File: src/rtl/fb_scheduler.sv
// Triple-buffered frame store scheduler: arbitrates display read bursts against
// capture write bursts on one memory port and rotates banks at frame boundaries.
module fb_scheduler #(
    parameter int BURST_LEN     = 8,
    parameter int FRAME_WORDS   = 414720,
    parameter int OFFS_W        = 19,
    parameter int RD_STREAK_MAX = 2
) (
    input  logic              clk,
    input  logic              reset,
    input  logic              rd_frame_start,
    input  logic              rd_need,
    input  logic              wr_ready,
    input  logic              wr_frame_done,
    input  logic              mem_gnt,
    input  logic              mem_done,
    output logic              mem_req,
    output logic              mem_we,
    output logic [OFFS_W+1:0] mem_addr,
    output logic              rd_active,
    output logic              wr_active,
    output logic [1:0]        rd_bank,
    output logic [1:0]        wr_bank,
    output logic              rd_fetch_done,
    output logic              wr_full,
    output logic              frame_drop,
    output logic              underrun
);

    localparam int OW1      = OFFS_W + 1;
    localparam int STREAK_W = (RD_STREAK_MAX < 1) ? 1 : $clog2(RD_STREAK_MAX + 1);

    localparam logic [OFFS_W:0]   FRAME_END  = OW1'(FRAME_WORDS);
    localparam logic [OFFS_W:0]   BURST_STEP = OW1'(BURST_LEN);
    localparam logic [STREAK_W-1:0] STREAK_MAX = STREAK_W'(RD_STREAK_MAX);

    typedef enum logic [1:0] {
        S_IDLE  = 2'd0,
        S_REQ   = 2'd1,
        S_BURST = 2'd2
    } state_t;

    state_t              state_q, state_d;
    logic [1:0]          rd_bank_q, rd_bank_d;
    logic [1:0]          wr_bank_q, wr_bank_d;
    logic [1:0]          rdy_bank_q, rdy_bank_d;
    logic                rdy_valid_q, rdy_valid_d;
    logic [OFFS_W-1:0]   rd_offs_q, rd_offs_d;
    logic [OFFS_W-1:0]   wr_offs_q, wr_offs_d;
    logic [STREAK_W-1:0] rd_streak_q, rd_streak_d;
    logic                rd_start_pend_q, rd_start_pend_d;
    logic                wr_done_pend_q, wr_done_pend_d;
    logic                mem_req_q, mem_req_d;
    logic                mem_we_q, mem_we_d;
    logic [OFFS_W+1:0]   mem_addr_q, mem_addr_d;
    logic                rd_active_q, rd_active_d;
    logic                wr_active_q, wr_active_d;
    logic                frame_drop_q, frame_drop_d;
    logic                underrun_q, underrun_d;

    logic              rd_elig, wr_elig, wr_wins;
    logic              rd_offs_short, wr_offs_short;
    logic [OFFS_W:0]   rd_offs_sum, wr_offs_sum;
    logic [OFFS_W-1:0] rd_offs_step, wr_offs_step;

    assign rd_offs_short = ({1'b0, rd_offs_q} < FRAME_END);
    assign wr_offs_short = ({1'b0, wr_offs_q} < FRAME_END);
    assign rd_elig       = rd_need && rd_offs_short;
    assign wr_elig       = wr_ready && wr_offs_short;
    assign wr_wins       = wr_elig && ((rd_streak_q == STREAK_MAX) || !rd_elig);

    // Offsets advance one burst at a time but clamp at the frame end.
    assign rd_offs_sum  = {1'b0, rd_offs_q} + BURST_STEP;
    assign wr_offs_sum  = {1'b0, wr_offs_q} + BURST_STEP;
    assign rd_offs_step = (rd_offs_sum > FRAME_END) ? FRAME_END[OFFS_W-1:0] : rd_offs_sum[OFFS_W-1:0];
    assign wr_offs_step = (wr_offs_sum > FRAME_END) ? FRAME_END[OFFS_W-1:0] : wr_offs_sum[OFFS_W-1:0];

    always_comb begin
        state_d         = state_q;
        rd_bank_d       = rd_bank_q;
        wr_bank_d       = wr_bank_q;
        rdy_bank_d      = rdy_bank_q;
        rdy_valid_d     = rdy_valid_q;
        rd_offs_d       = rd_offs_q;
        wr_offs_d       = wr_offs_q;
        rd_streak_d     = rd_streak_q;
        rd_start_pend_d = rd_start_pend_q | rd_frame_start;
        wr_done_pend_d  = wr_done_pend_q | wr_frame_done;
        mem_req_d       = mem_req_q;
        mem_we_d        = mem_we_q;
        mem_addr_d      = mem_addr_q;
        rd_active_d     = rd_active_q;
        wr_active_d     = wr_active_q;
        frame_drop_d    = 1'b0;
        underrun_d      = underrun_q;

        case (state_q)
            S_IDLE: begin
                if (rd_start_pend_q || wr_done_pend_q) begin
                    // Pulses landing in this very cycle stay pending for the next one.
                    rd_start_pend_d = rd_frame_start;
                    wr_done_pend_d  = wr_frame_done;
                    if (wr_done_pend_q) begin
                        wr_bank_d    = rdy_bank_q;
                        rdy_bank_d   = wr_bank_q;
                        frame_drop_d = rdy_valid_q;
                        rdy_valid_d  = 1'b1;
                        wr_offs_d    = '0;
                    end
                    if (rd_start_pend_q) begin
                        if (rdy_valid_d) begin
                            rd_bank_d  = rdy_bank_d;
                            rdy_bank_d = rd_bank_q;
                        end
                        rdy_valid_d = 1'b0;
                        underrun_d  = underrun_q | rd_offs_short;
                        rd_offs_d   = '0;
                    end
                end else if (wr_wins) begin
                    state_d    = S_REQ;
                    mem_req_d  = 1'b1;
                    mem_we_d   = 1'b1;
                    mem_addr_d = {wr_bank_q, wr_offs_q};
                end else if (rd_elig) begin
                    state_d    = S_REQ;
                    mem_req_d  = 1'b1;
                    mem_we_d   = 1'b0;
                    mem_addr_d = {rd_bank_q, rd_offs_q};
                end
            end
            S_REQ: begin
                if (mem_gnt) begin
                    state_d     = S_BURST;
                    mem_req_d   = 1'b0;
                    rd_active_d = !mem_we_q;
                    wr_active_d = mem_we_q;
                    if (mem_we_q) begin
                        rd_streak_d = '0;
                    end else if (wr_elig && (rd_streak_q != STREAK_MAX)) begin
                        rd_streak_d = rd_streak_q + 1'b1;
                    end
                end
            end
            S_BURST: begin
                if (mem_done) begin
                    state_d     = S_IDLE;
                    rd_active_d = 1'b0;
                    wr_active_d = 1'b0;
                    if (mem_we_q) begin
                        wr_offs_d = wr_offs_step;
                    end else begin
                        rd_offs_d = rd_offs_step;
                    end
                end
            end
            default: begin
                state_d = S_IDLE;
            end
        endcase
    end

    always_ff @(posedge clk or posedge reset) begin
        if (reset) begin
            state_q         <= S_IDLE;
            rd_bank_q       <= 2'd0;
            wr_bank_q       <= 2'd1;
            rdy_bank_q      <= 2'd2;
            rdy_valid_q     <= 1'b0;
            rd_offs_q       <= '0;
            wr_offs_q       <= '0;
            rd_streak_q     <= '0;
            rd_start_pend_q <= 1'b0;
            wr_done_pend_q  <= 1'b0;
            mem_req_q       <= 1'b0;
            mem_we_q        <= 1'b0;
            mem_addr_q      <= '0;
            rd_active_q     <= 1'b0;
            wr_active_q     <= 1'b0;
            frame_drop_q    <= 1'b0;
            underrun_q      <= 1'b0;
        end else begin
            state_q         <= state_d;
            rd_bank_q       <= rd_bank_d;
            wr_bank_q       <= wr_bank_d;
            rdy_bank_q      <= rdy_bank_d;
            rdy_valid_q     <= rdy_valid_d;
            rd_offs_q       <= rd_offs_d;
            wr_offs_q       <= wr_offs_d;
            rd_streak_q     <= rd_streak_d;
            rd_start_pend_q <= rd_start_pend_d;
            wr_done_pend_q  <= wr_done_pend_d;
            mem_req_q       <= mem_req_d;
            mem_we_q        <= mem_we_d;
            mem_addr_q      <= mem_addr_d;
            rd_active_q     <= rd_active_d;
            wr_active_q     <= wr_active_d;
            frame_drop_q    <= frame_drop_d;
            underrun_q      <= underrun_d;
        end
    end

    assign mem_req       = mem_req_q;
    assign mem_we        = mem_we_q;
    assign mem_addr      = mem_addr_q;
    assign rd_active     = rd_active_q;
    assign wr_active     = wr_active_q;
    assign rd_bank       = rd_bank_q;
    assign wr_bank       = wr_bank_q;
    assign rd_fetch_done = ({1'b0, rd_offs_q} == FRAME_END);
    assign wr_full       = ({1'b0, wr_offs_q} == FRAME_END);
    assign frame_drop    = frame_drop_q;
    assign underrun      = underrun_q;

endmodule

File: config.mk
export PLATFORM = sky130hd
export DESIGN_NAME = fb_scheduler
export DESIGN_NICKNAME = d
export VERILOG_FILES = /design/src/rtl/fb_scheduler.sv
export SDC_FILE = /design/constraint.sdc
export NUM_CORES = 1
export LEC_CHECK = 0
export BUFFER_PORTS_ARGS = -buffer_cell sky130_fd_sc_hd__buf_2
export CAP_MARGIN = 20
export CORE_MARGIN = 4
export CORE_UTILIZATION = 60
export DETAILED_ROUTE_END_ITERATION = 10
export PLACE_DENSITY_LB_ADDON = 0.12
export SLEW_MARGIN = 20
export SYNTH_ARGS = -nofsm -noshare
export SYNTH_HDL_FRONTEND = slang
export SYNTH_SLANG_ARGS = --single-unit
File: constraint.sdc
create_clock -name clk -period 3.5 [get_ports clk]
set_input_delay 0.35 -clock clk [delete_from_list [all_inputs] [get_ports clk]]
set_output_delay 0.35 -clock clk [all_outputs]
set_load 0.01 [all_outputs]
==> reports/qor.csv <==
stage,metric,value,unit
outcome,outcome,"finished, final reports clean",
critical_path,crit_end,rd_offs_q[13],
placed_design,place_congestion,0.9616,
placed_design,portBuffers,37,
floorplan,start_util,0.6138,
clock_tree,path_clk_slew,0.08,ns
timing,rsz0062_at_grt,false,
critical_path,critical_path.max_fanout,12,
routing,ant_nets,0,
critical_path,startpoint,rd_offs_q[15],
clock_tree,cts_tree,built,
clock_tree,htreeDepth,3,
critical_path,crit_required,3.77,ns
floorplan,rows,31,
timing,clock.fmax,0.3581,GHz
yosys,syn_area_per_cell,8.909,sq um
yosys,synth.ff_latch_count,69,
yosys,synth_ff_type,dfrtp_1,
timing,post-route-period-util,0.7978,
timing,tns,0,ns
yosys,synth_area,4428,sq um
layout,area_growth,7.714,%
global_route,use_met2,0.4187,
clock_tree,cts_setup_buffers,0,
floorplan,core,7214,sq um
clock_tree,cts_inserted_buffers,9,
routing,drtPass1Iterations,5,
layout,fin_nets,519,
yosys,postSynthCellCount,497,
timing,final-hold-violation-count,0,
timing,setup_viol,0,
floorplan,die_x,93.91,microns
critical_path,timing.rr.end,rd_offs_q[13],
routing,drt-wirelength-per-cell,17.44,microns
job,max_cap_viol_count,0,
global_route,grt_busiest_layer,met2,
global_route,grt_use_total,0.2607,
floorplan,num_io_pins,41,
critical_path,worst-r2r-cell-count,8,
global_route,grt_overflow,0,
yosys,synth_edf_count,0,
layout,diodes,0,
power,p_per_area,507.0,nW/um^2
yosys,yosys.area.top_type,dfrtp_1,
critical_path,cp.arrival,3.06,ns
yosys,seq_area_frac_synth,0.3905,
min_path,hp-start,rd_frame_start,
global_route,grtUsageMet1,0.3483,
global_route,grt_max_degree,41,
timing,relSlewSlack,0.5688,
timing,min_period,2.792,ns
power,leakage,2.123,nW
layout,final_core_util,0.6611,
min_path,min_path_cells,2,
critical_path,reg2reg_from,rd_offs_q[15],
timing,worst_pin_slew,0.6468,ns
yosys,yosysTopAreaCellShare,0.3786,
placed_design,dp_hpwl,7.548,mm
yosys,synth_warnings,0,
routing,dr.first_iter.drc_count,371,
clock_tree,root_buffer,clkbuf_8,
global_route,grt_pass1_wl,18.02,mm
routing,routed_wl,10.67,mm
min_path,hold_class,input pin to flop,
power,vdd_drop_max,0.0004550,V
layout,drive_gt1_frac,0.1774,
floorplan,die_area,8818,sq um
floorplan,die_h,93.91,microns
global_route,use_met3,0.04327,
layout,nFillCells,624,
timing,fin_worst_skew,0.005469,ns
global_route,antenna_found_initial,0,
yosys,async_reset_ff_frac,1.000,
yosys,synth.area.top_cells,"dfrtp_1 (38%), nand2_1 (5.5%), o21ai_0 (5.3%)",
global_route,grt_pass1_vias,3610,
timing,worst_hold_slack,0.1670,ns
routing,vias,3852,
clock_tree,clockBufferDepth,2,
timing,slew_viol_final,0,
routing,vias_per_cell,6.294,
critical_path,setup.worst_path.start_class,flop,
critical_path,reg2reg_slack,0.71,ns
critical_path,end_kind,flop,
clock_tree,worst_skew_pair.late_latency,0.35,ns
yosys,yosysUniqueCellTypes,76,
routing,drc,0,
clock_tree,cts_sinks,69,
critical_path,path_class,flop to flop,
## layer usage
layer	vias up	wire length (microns)
met5	-	0
met4	0	214
met3	23	691
met2	162	5076
met1	1839	4691
li1	1828	-
## state kept, by name, summed over array words and instances, names as in the netlist
| register | count |
|---|---|
| mem_addr | 18 |
| rd_offs_q | 16 |
| wr_offs_q | 16 |
| rd_bank | 2 |
| rd_streak_q | 2 |
| rdy_bank_q | 2 |
| state_q | 2 |
| wr_bank | 2 |
| frame_drop | 1 |
| mem_req | 1 |
| mem_we | 1 |
| rd_active | 1 |
| rd_start_pend_q | 1 |
| rdy_valid_q | 1 |
| underrun | 1 |
| wr_active | 1 |
| wr_done_pend_q | 1 |
## cell type report
class	instances	area [sq um]	area share
clock buffers	9	123.9	0.02597
clock inverters	7	122.6	0.02571
inverters	12	45.04	0.009444
multi-input cells	372	2385	0.5000
flip-flops and latches	69	1729	0.3625
well taps	99	123.9	0.02597
repair buffers	44	240.2	0.05037
## worst max-delay path, stage by stage (launching register included)
cell,delay [ns]
dfrtp_1,0.58
nand4_1,0.33
nor4_1,0.34
a2bb2oi_1,0.35
a311o_1,0.17
o211a_2,0.24
nand3_2,0.25
or3_1,0.38
o221ai_1,0.07
## through the flow
stage | total power, W | setup slack, ns | cells | area, sq um
2_1_floorplan | 0.001458 | 1.206 | 499 | 4436
3_3_place_gp | 0.001614 | 0.8596 | 595 | 4513
3_5_place_dp | 0.001629 | 0.8313 | 595 | 4513
4_1_cts | 0.002433 | 0.7943 | 612 | 4770
5_1_grt | 0.002568 | 0.5410 | 612 | 4770
6_report | 0.002418 | 0.7078 | 612 | 4770
## kinds of logic (layout without fill, tap and decap cells)
group	after synthesis	in the layout	share of synthesized area
buffers and inverters	58	72	0.07347
muxes	25	25	0.05736
other	1	3	0.0008469
and+or+nand+nor	203	203	0.2634
adders and majority gates	3	3	0.008478
AOI/OAI and AO/OA	133	133	0.1961
DFF	69	69	0.3905
xor gates and xnor gates	5	5	0.009892
## synthesized netlist by cell type, types with 5 or more instances
master     n
and3_1     5
or3_1      5
mux2i_1   22
nand2_1   65
a211o_1    5
clkbuf_1  16
nor2_1    35
nand4_1   12
a21oi_1   29
nor4_1     9
buf_4     12
dfrtp_1   67
a21o_1     5
buf_6      5
nor3_1    12
o22ai_1    6
buf_2     10
nand3_1   12
nand2b_1   7
inv_1     12
o21ai_0   47
## timing repair
action,in CTS,in global routing
endpoints found under the hold margin,5,0
gates resized for setup,0,0
hold buffers,1,0
## worst min-delay path by stage
stage,end,slack [ns]
finish,rd_start_pend_q,0.17
global route,rd_start_pend_q,0.16
CTS,rd_start_pend_q,0.16
detailed placement,rdy_valid_q,0.39
global placement,underrun,0.38
floorplan,rd_start_pend_q,0.44
## layout by cell type, fill, tap and decap left out, types with 4 or more instances in the layout
cell type / synthesis / routed
mux2i_1: 22 / 22
a221o_1: 4 / 4
dfrtp_1: 67 / 67
and2_1: 4 / 4
nand2b_1: 7 / 7
o21ai_0: 47 / 47
a211o_1: 5 / 5
nor4_1: 9 / 9
nor2_1: 35 / 35
a21o_1: 5 / 5
nand3b_1: 4 / 4
clkbuf_8: 1 / 9
o22ai_1: 6 / 6
nand4_1: 12 / 12
a21oi_1: 29 / 29
nand3_1: 12 / 12
and3_1: 5 / 5
or3_1: 5 / 5
nand2_1: 65 / 65
buf_4: 12 / 6
nor3_1: 12 / 12
inv_1: 12 / 11
buf_2: 10 / 37
## power by group
part,leakage (nW),internal (W),total (W),switching [W]
Sequential,0.911,0.000904,0.00104,0.000132
Clock,0.116,0.000476,0.000801,0.000325
Combinational,1.10,0.000225,0.000581,0.000357
Total,2.12,0.00160,0.00242,0.000814
Note: power is estimated with default switching activity, not from simulation.
